File: config.mk
export PLATFORM = sky130hd
export DESIGN_NAME = seg_scan_capture
export DESIGN_NICKNAME = d
export VERILOG_FILES = /design/src/rtl/seg_scan_capture.sv
export SDC_FILE = /design/constraint.sdc
export NUM_CORES = 1
export LEC_CHECK = 0
export CAP_MARGIN = 20
export CORE_UTILIZATION = 52
export CTS_CLUSTER_SIZE = 40
export DETAILED_ROUTE_END_ITERATION = 6
export PLACE_DENSITY = 0.82
export SLEW_MARGIN = 20
export SYNTH_ARGS = -nofsm -noshare
export SYNTH_HDL_FRONTEND = slang
export SYNTH_SLANG_ARGS = --single-unit
File: constraint.sdc
create_clock -name clk -period 5.9 [get_ports clk]
set_clock_uncertainty 0.1 [all_clocks]
set_input_delay 1.475 -clock clk [delete_from_list [all_inputs] [get_ports clk]]
set_output_delay 1.475 -clock clk [all_outputs]
set_load 0.03 [all_outputs]
File: src/rtl/seg_scan_capture.sv
// Receive side of an 8-digit multiplexed seven-segment scan: rebuilds digit patterns and checks scan order.
// Define CAPTURE_DP_EN to capture the decimal point (seg_n[7]); otherwise it is ignored and reads as 0.
module seg_scan_capture #(
   parameter int SETTLE = 2,
   parameter int ERRW   = 8
) (
   input  logic            clk,
   input  logic            rst,
   input  logic [7:0]      anode_n,
   input  logic [7:0]      seg_n,
   output logic [63:0]     digit_seg,
   output logic [2:0]      cur_digit,
   output logic            frame_done,
   output logic            locked,
   output logic            anode_err,
   output logic            seq_err,
   output logic [ERRW-1:0] err_count
);
   typedef enum logic {HUNT, TRACK} state_t;

`ifdef CAPTURE_DP_EN
   localparam logic [7:0] SEG_MASK = 8'hFF;
`else
   localparam logic [7:0] SEG_MASK = 8'h7F;
`endif
   localparam logic [3:0] SETTLE_C = 4'(SETTLE);

   logic [7:0]      anode_q, anode_prev_q, seg_q, seg_prev_q, seg_d;
   logic [3:0]      cnt_q, cnt_d;
   logic            done_q, done_d;
   state_t          state_q, state_d;
   logic [2:0]      expect_q, expect_d;
   logic [7:0][7:0] digit_seg_q, digit_seg_d;
   logic [2:0]      cur_digit_q, cur_digit_d;
   logic            frame_done_q, frame_done_d;
   logic            anode_err_q, anode_err_d;
   logic            seq_err_q, seq_err_d;
   logic [ERRW-1:0] err_count_q, err_count_d;
   logic [2:0]      idx;
   logic [3:0]      nlow;
   logic            code_valid, code_illegal, same, strobe;

   // Segments are kept active-high; a masked DP bit stays 0 so it never affects stability.
   assign seg_d = ~seg_n & SEG_MASK;

   always_comb begin
      idx  = '0;
      nlow = '0;
      for (int i = 0; i < 8; i++) begin
         if (!anode_q[i]) begin
            idx  = 3'(i);
            nlow = nlow + 4'd1;
         end
      end
      code_valid   = (nlow == 4'd1);
      code_illegal = !code_valid && (anode_q != 8'hFF);
      same         = (anode_q == anode_prev_q) && (seg_q == seg_prev_q);
      strobe       = same && (cnt_q == SETTLE_C) && code_valid && !done_q;

      if (!same)                cnt_d = '0;
      else if (cnt_q < SETTLE_C) cnt_d = cnt_q + 4'd1;
      else                      cnt_d = cnt_q;
      done_d = same && (done_q || strobe);

      anode_err_d  = code_illegal && (anode_q != anode_prev_q);
      state_d      = state_q;
      expect_d     = expect_q;
      frame_done_d = 1'b0;
      seq_err_d    = 1'b0;
      digit_seg_d  = digit_seg_q;
      cur_digit_d  = cur_digit_q;
      if (strobe) begin
         digit_seg_d[idx] = seg_q;
         cur_digit_d      = idx;
         if (state_q == HUNT) begin
            if (idx == 3'd0) begin
               state_d  = TRACK;
               expect_d = 3'd1;
            end
         end else if (idx == expect_q) begin
            expect_d     = expect_q + 3'd1;
            frame_done_d = (idx == 3'd7);
         end else begin
            // Out-of-order digit drops lock; a digit 0 here does not relock until the next one.
            seq_err_d = 1'b1;
            state_d   = HUNT;
         end
      end

      err_count_d = err_count_q;
      if ((anode_err_d || seq_err_d) && (err_count_q != '1))
         err_count_d = err_count_q + 1'b1;
   end

   always_ff @(posedge clk or posedge rst) begin
      if (rst) begin
         anode_q      <= 8'hFF;
         anode_prev_q <= 8'hFF;
         seg_q        <= '0;
         seg_prev_q   <= '0;
         cnt_q        <= '0;
         done_q       <= 1'b0;
         state_q      <= HUNT;
         expect_q     <= '0;
         digit_seg_q  <= '0;
         cur_digit_q  <= '0;
         frame_done_q <= 1'b0;
         anode_err_q  <= 1'b0;
         seq_err_q    <= 1'b0;
         err_count_q  <= '0;
      end else begin
         anode_q      <= anode_n;
         anode_prev_q <= anode_q;
         seg_q        <= seg_d;
         seg_prev_q   <= seg_q;
         cnt_q        <= cnt_d;
         done_q       <= done_d;
         state_q      <= state_d;
         expect_q     <= expect_d;
         digit_seg_q  <= digit_seg_d;
         cur_digit_q  <= cur_digit_d;
         frame_done_q <= frame_done_d;
         anode_err_q  <= anode_err_d;
         seq_err_q    <= seq_err_d;
         err_count_q  <= err_count_d;
      end
   end

   assign digit_seg  = digit_seg_q;
   assign cur_digit  = cur_digit_q;
   assign frame_done = frame_done_q;
   assign locked     = (state_q == TRACK);
   assign anode_err  = anode_err_q;
   assign seq_err    = seq_err_q;
   assign err_count  = err_count_q;
endmodule

==> results by stage <==
Pwr:
- The sequential share of power is 49.5%.
- In this run switching power makes up 32.5% of total power.
- The clock network burns 26.0% of the power.
- Summed over all nets, the switching power comes to 0.554 mW.
- The maximum resistive drop on vdd is 182 uV.
- The power share of the combinational group is 24.5%.
- The internal power of the cells totals 1.15 mW.
- In this run the static leakage power is 2.96 nW.
- Power spread over the standard cell area amounts to 267 mW/mm^2.
- Overall power consumption after layout is estimated at 1.70 mW.

Layout:
- The net count of the finished layout is 531.
- The repair_antennas step left the layout with diodes totalling 0.
- The leading cell type in the layout, fill and taps excluded is sky130_fd_sc_hd__dfrtp_1.
- The area of all placed cells without fillers is 0.00639 mm^2.
- Compared with the post-synthesis result, the final layout area differs by 23.8%.
- The area taken by flip-flops and latches is 0.00275 mm^2.
- In the final layout, the share of cells above drive strength 1 is 24.7%.
- After filler insertion, the fill cell instance count of the layout stands at 658.
- Summing all multi-input logic gate instances after layout gives 0.00224 mm^2.
- In the layout the commonest cells are sky130_fd_sc_hd__dfrtp_1, sky130_fd_sc_hd__clkdlybuf4s50_1, sky130_fd_sc_hd__mux2_2.

Synth:
- The post-synthesis async set-or-reset flop share is 100%.
- The mapped netlist covers 0.00516 mm^2.
- The number of different library cells used by synthesis comes to 62.
- The mean cell area of the mapped netlist is 12.5 um^2.
- The register bit total from synthesis is 109.
- The post-synthesis instance total is 414.
- The synthesized design contains 0 enable-type register cells.
- The most used flip-flop cell after synthesis is sky130_fd_sc_hd__dfrtp_1.
- The share of the Yosys chip area taken by registers is 53.2%.
- For this run, the number of Yosys warnings is 0.

Placed design:
- Buffers placed on the I/O ports in this run total 87.
- The weighted congestion reported at the end of routability-driven placement is 0.800.
- Once detailed placement completed, the half-perimeter wirelength came to 7400 um.
- The area after detailed placement is 0.00610 mm^2.

Worst hold path:
- The startpoint identified for the worst hold timing path is anode_q[0]$_DFF_PP1_.
- The cell depth of the worst min-delay path is 0.
- The path class of the tightest hold or removal check is reg -> reg.
- The end of the worst hold path is anode_prev_q[0]$_DFF_PP1_.

Timing:
- The max-slew violation total from the final report is 0.
- The hold violation total from the final report came to 0.
- For the pin with the worst max-slew slack, the measured transition is 924 ps.
- The clock period could shrink to 5640 ps.
- The peak clock frequency supported by timing is 177 MHz.
- The headroom to the max-slew limit is 37.4%.
- The post-route clock period utilization is 95.6%.
- The number of setup violations in the final report is 0.

Worst setup path:
- Counting cells, the worst reg-to-reg path comes to 26.
- The critical path endpoint category is a flop.
- The launch instance of the worst register-to-register path is anode_q[1]$_DFF_PP1_.
- In this run the register-to-register setup slack is 260 ps.
- The kind of critical path is reg -> reg.
- Along the worst path, the maximum fanout reaches 7.
- STA classifies the critical path startpoint as a flop.
- The worst register-to-register path ends at digit_seg[32]$_DFFE_PP0P_.
- For the worst setup path, the data required time is 6060 ps.
- The worst endpoint data arrival time is 5800 ps.

Die:
- The die covers 0.0103 mm^2.
- The die is 102 um tall.
- The initial core utilization is 54.8%.
- The total area inside the core boundary comes to 0.00942 mm^2.
- The row count is 35.
- Measured along the x axis, the die boundary spans 102 um.
- For this design the top-level I/O count stands at 97.

Detailed routing:
- Summed over all nets, wire length on met2 after detailed routing comes to 5320 um.
- The met3 routed wirelength is 729 um.
- Once detail routing completed, the nets flagged for antenna violations numbered 0.
- The wire length the detailed router placed on met1 is 4700 um.
- The post-detailed-route wirelength per cell is 17.1 um.
- The via density per instance is 5.42.
- The final layout contains routed wiring with a total length of 10900 um.
- The number of iterations in the first detailed-routing pass is 4.
- The topmost layer with routed signal wires is met4.
- Detailed routing inserted a total of 3446 vias.
- The violation count after the first detailed-routing iteration is 129.
- The remaining routing DRC violations is 0.

Status:
- The run finished with clean final reports.

GRT:
- For this run the aggregate overflow at the end of global routing stands at 0.
- The maximum number of pins on one net before global-route repair is 79.
- The via count of the first global-routing pass is 3478.
- The overall track demand over capacity in global routing is 22.4%.
- The wire length of the first global-routing pass is 17600 um.
- The initial antenna violation count is 0.

CTS:
- The longest clock path from root to sink contains 2 buffers.
- The number of buffers created by CTS is 9.
- The root buffer cell chosen for the clock tree is sky130_fd_sc_hd__clkbuf_8.
- After clock tree synthesis, the flow added hold-fix buffers numbering 0.
- The clock-pin slew on the worst setup and hold paths is 110 ps.
- The maximum level of the CTS H-tree is 3.
- The worst-skew pair later-pin latency is 380 ps.
- The tree built by TritonCTS fans out to 109 sinks.
- TritonCTS built the clock tree.

Flow run:
- The tool flagged a number of max-cap violations equal to 0.
## worst max-delay path, cell delays in order, from the launching register on
cell	delay, ps
sky130_fd_sc_hd__dfstp_2	590
sky130_fd_sc_hd__inv_1	70
sky130_fd_sc_hd__ha_2	200
sky130_fd_sc_hd__nand2b_1	170
sky130_fd_sc_hd__o21a_1	140
sky130_fd_sc_hd__ha_1	310
sky130_fd_sc_hd__nand2_1	90
sky130_fd_sc_hd__nand2_1	60
sky130_fd_sc_hd__ha_1	260
sky130_fd_sc_hd__nor2b_1	150
sky130_fd_sc_hd__a31oi_1	250
sky130_fd_sc_hd__nand2_1	100
sky130_fd_sc_hd__ha_1	290
sky130_fd_sc_hd__nor2_2	40
sky130_fd_sc_hd__a31oi_2	190
sky130_fd_sc_hd__ha_1	280
sky130_fd_sc_hd__inv_1	60
sky130_fd_sc_hd__nor2_1	60
sky130_fd_sc_hd__a21o_1	180
sky130_fd_sc_hd__ha_1	290
sky130_fd_sc_hd__nor2_2	110
sky130_fd_sc_hd__a221o_1	150
sky130_fd_sc_hd__o2111a_2	250
sky130_fd_sc_hd__o211a_4	200
sky130_fd_sc_hd__or4b_1	480
sky130_fd_sc_hd__buf_6	180
sky130_fd_sc_hd__mux2_4	290
## synth_stat cells, types with 9 or more instances
library cell	instances	area (um^2)
sky130_fd_sc_hd__dfstp_2	16	420
sky130_fd_sc_hd__xnor2_1	14	123
sky130_fd_sc_hd__nor2b_1	9	56.3
sky130_fd_sc_hd__ha_1	11	138
sky130_fd_sc_hd__xor2_1	19	166
sky130_fd_sc_hd__nor2_1	27	101
sky130_fd_sc_hd__dfrtp_1	93	2330
sky130_fd_sc_hd__clkbuf_1	9	33.8
sky130_fd_sc_hd__nor3_1	11	55.1
sky130_fd_sc_hd__nand2_1	16	60.1
sky130_fd_sc_hd__mux2_2	52	586
sky130_fd_sc_hd__inv_1	21	78.8
## per-stage QoR
| stage | hold slack (ps) | TNS [ps] | std cells | worst slack [ps] | utilization, % |
|---|---|---|---|---|---|
| 6_report | 302 | 0 | 636 | 257 | 67.9 |
| 2_1_floorplan | 252 | 0 | 421 | 659 | - |
| 3_3_place_gp | 283 | 0 | 613 | 310 | 64.8 |
| 4_1_cts | 303 | 0 | 629 | 129 | 66.9 |
| 3_5_place_dp | 289 | 0 | 613 | 160 | 64.8 |
| 5_1_grt | 312 | -145 | 636 | -32.2 | 67.9 |
## what timing repair did
item                                   CTS  global route
endpoints found under the hold margin    0             0
setup endpoints to repair                0            34
gates resized for setup                  0             8
buffers inserted                         0             6
## worst max-delay path by stage
stage	from	to	slack [ps]	cells past startpoint
finish	anode_q[1]$_DFF_PP1_	digit_seg[32]$_DFFE_PP0P_	260	26
CTS	anode_q[1]$_DFF_PP1_	digit_seg[32]$_DFFE_PP0P_	130	27
detailed placement	anode_q[1]$_DFF_PP1_	digit_seg[34]$_DFFE_PP0P_	160	27
floorplan	anode_q[1]$_DFF_PP1_	digit_seg[32]$_DFFE_PP0P_	660	22
global route	anode_q[1]$_DFF_PP1_	digit_seg[32]$_DFFE_PP0P_	-30	27
global placement	anode_q[1]$_DFF_PP1_	digit_seg[33]$_DFFE_PP0P_	310	22
## cells by family after synthesis
| family | synth area share [%] |
|---|---|
| fa+ha+maj | 2.67 |
| flops | 53.2 |
| buf+inv | 4.73 |
| other cells | 0.0727 |
| simple gates | 10.5 |
| mux | 14.9 |
| compound gates | 5.97 |
| xor+xnor | 7.83 |
## per-layer routing
layer | vias up | GRT usage (%)
met3 | 14 | 7.32
met1 | 1735 | 28.9
li1 | 1594 | -
met4 | 0 | 6.80
met2 | 103 | 36.2
met5 | - | 0
## area by class of cell
class	count	area share, %
Sequential cell	109	43.0
Clock buffer	10	2.00
Clock inverter	6	1.06
Timing Repair Buffer	99	15.1
Multi-Input combinational cell	262	35.0
Tap cell	129	2.53
Inverter	21	1.27
## sequential cells by signal, summed over array words and instances, names as in the netlist
register,count
anode_err,1
anode_prev_q,8
anode_q,8
cnt_q,4
cur_digit,3
digit_seg,56
done_q,1
err_count,8
expect_q,3
frame_done,1
locked,1
seg_prev_q,7
seg_q,7
seq_err,1
## power groups by stage
stage,Sequential [mW],Clock [mW],Combinational (mW)
after floorplan,0.890,0,0.242
after global placement,0.855,0,0.379
after detailed placement,0.858,0,0.392
after CTS,0.844,0.451,0.393
after global routing,0.852,0.477,0.455
final,0.844,0.443,0.418
Power figures use the tool's default switching activity.
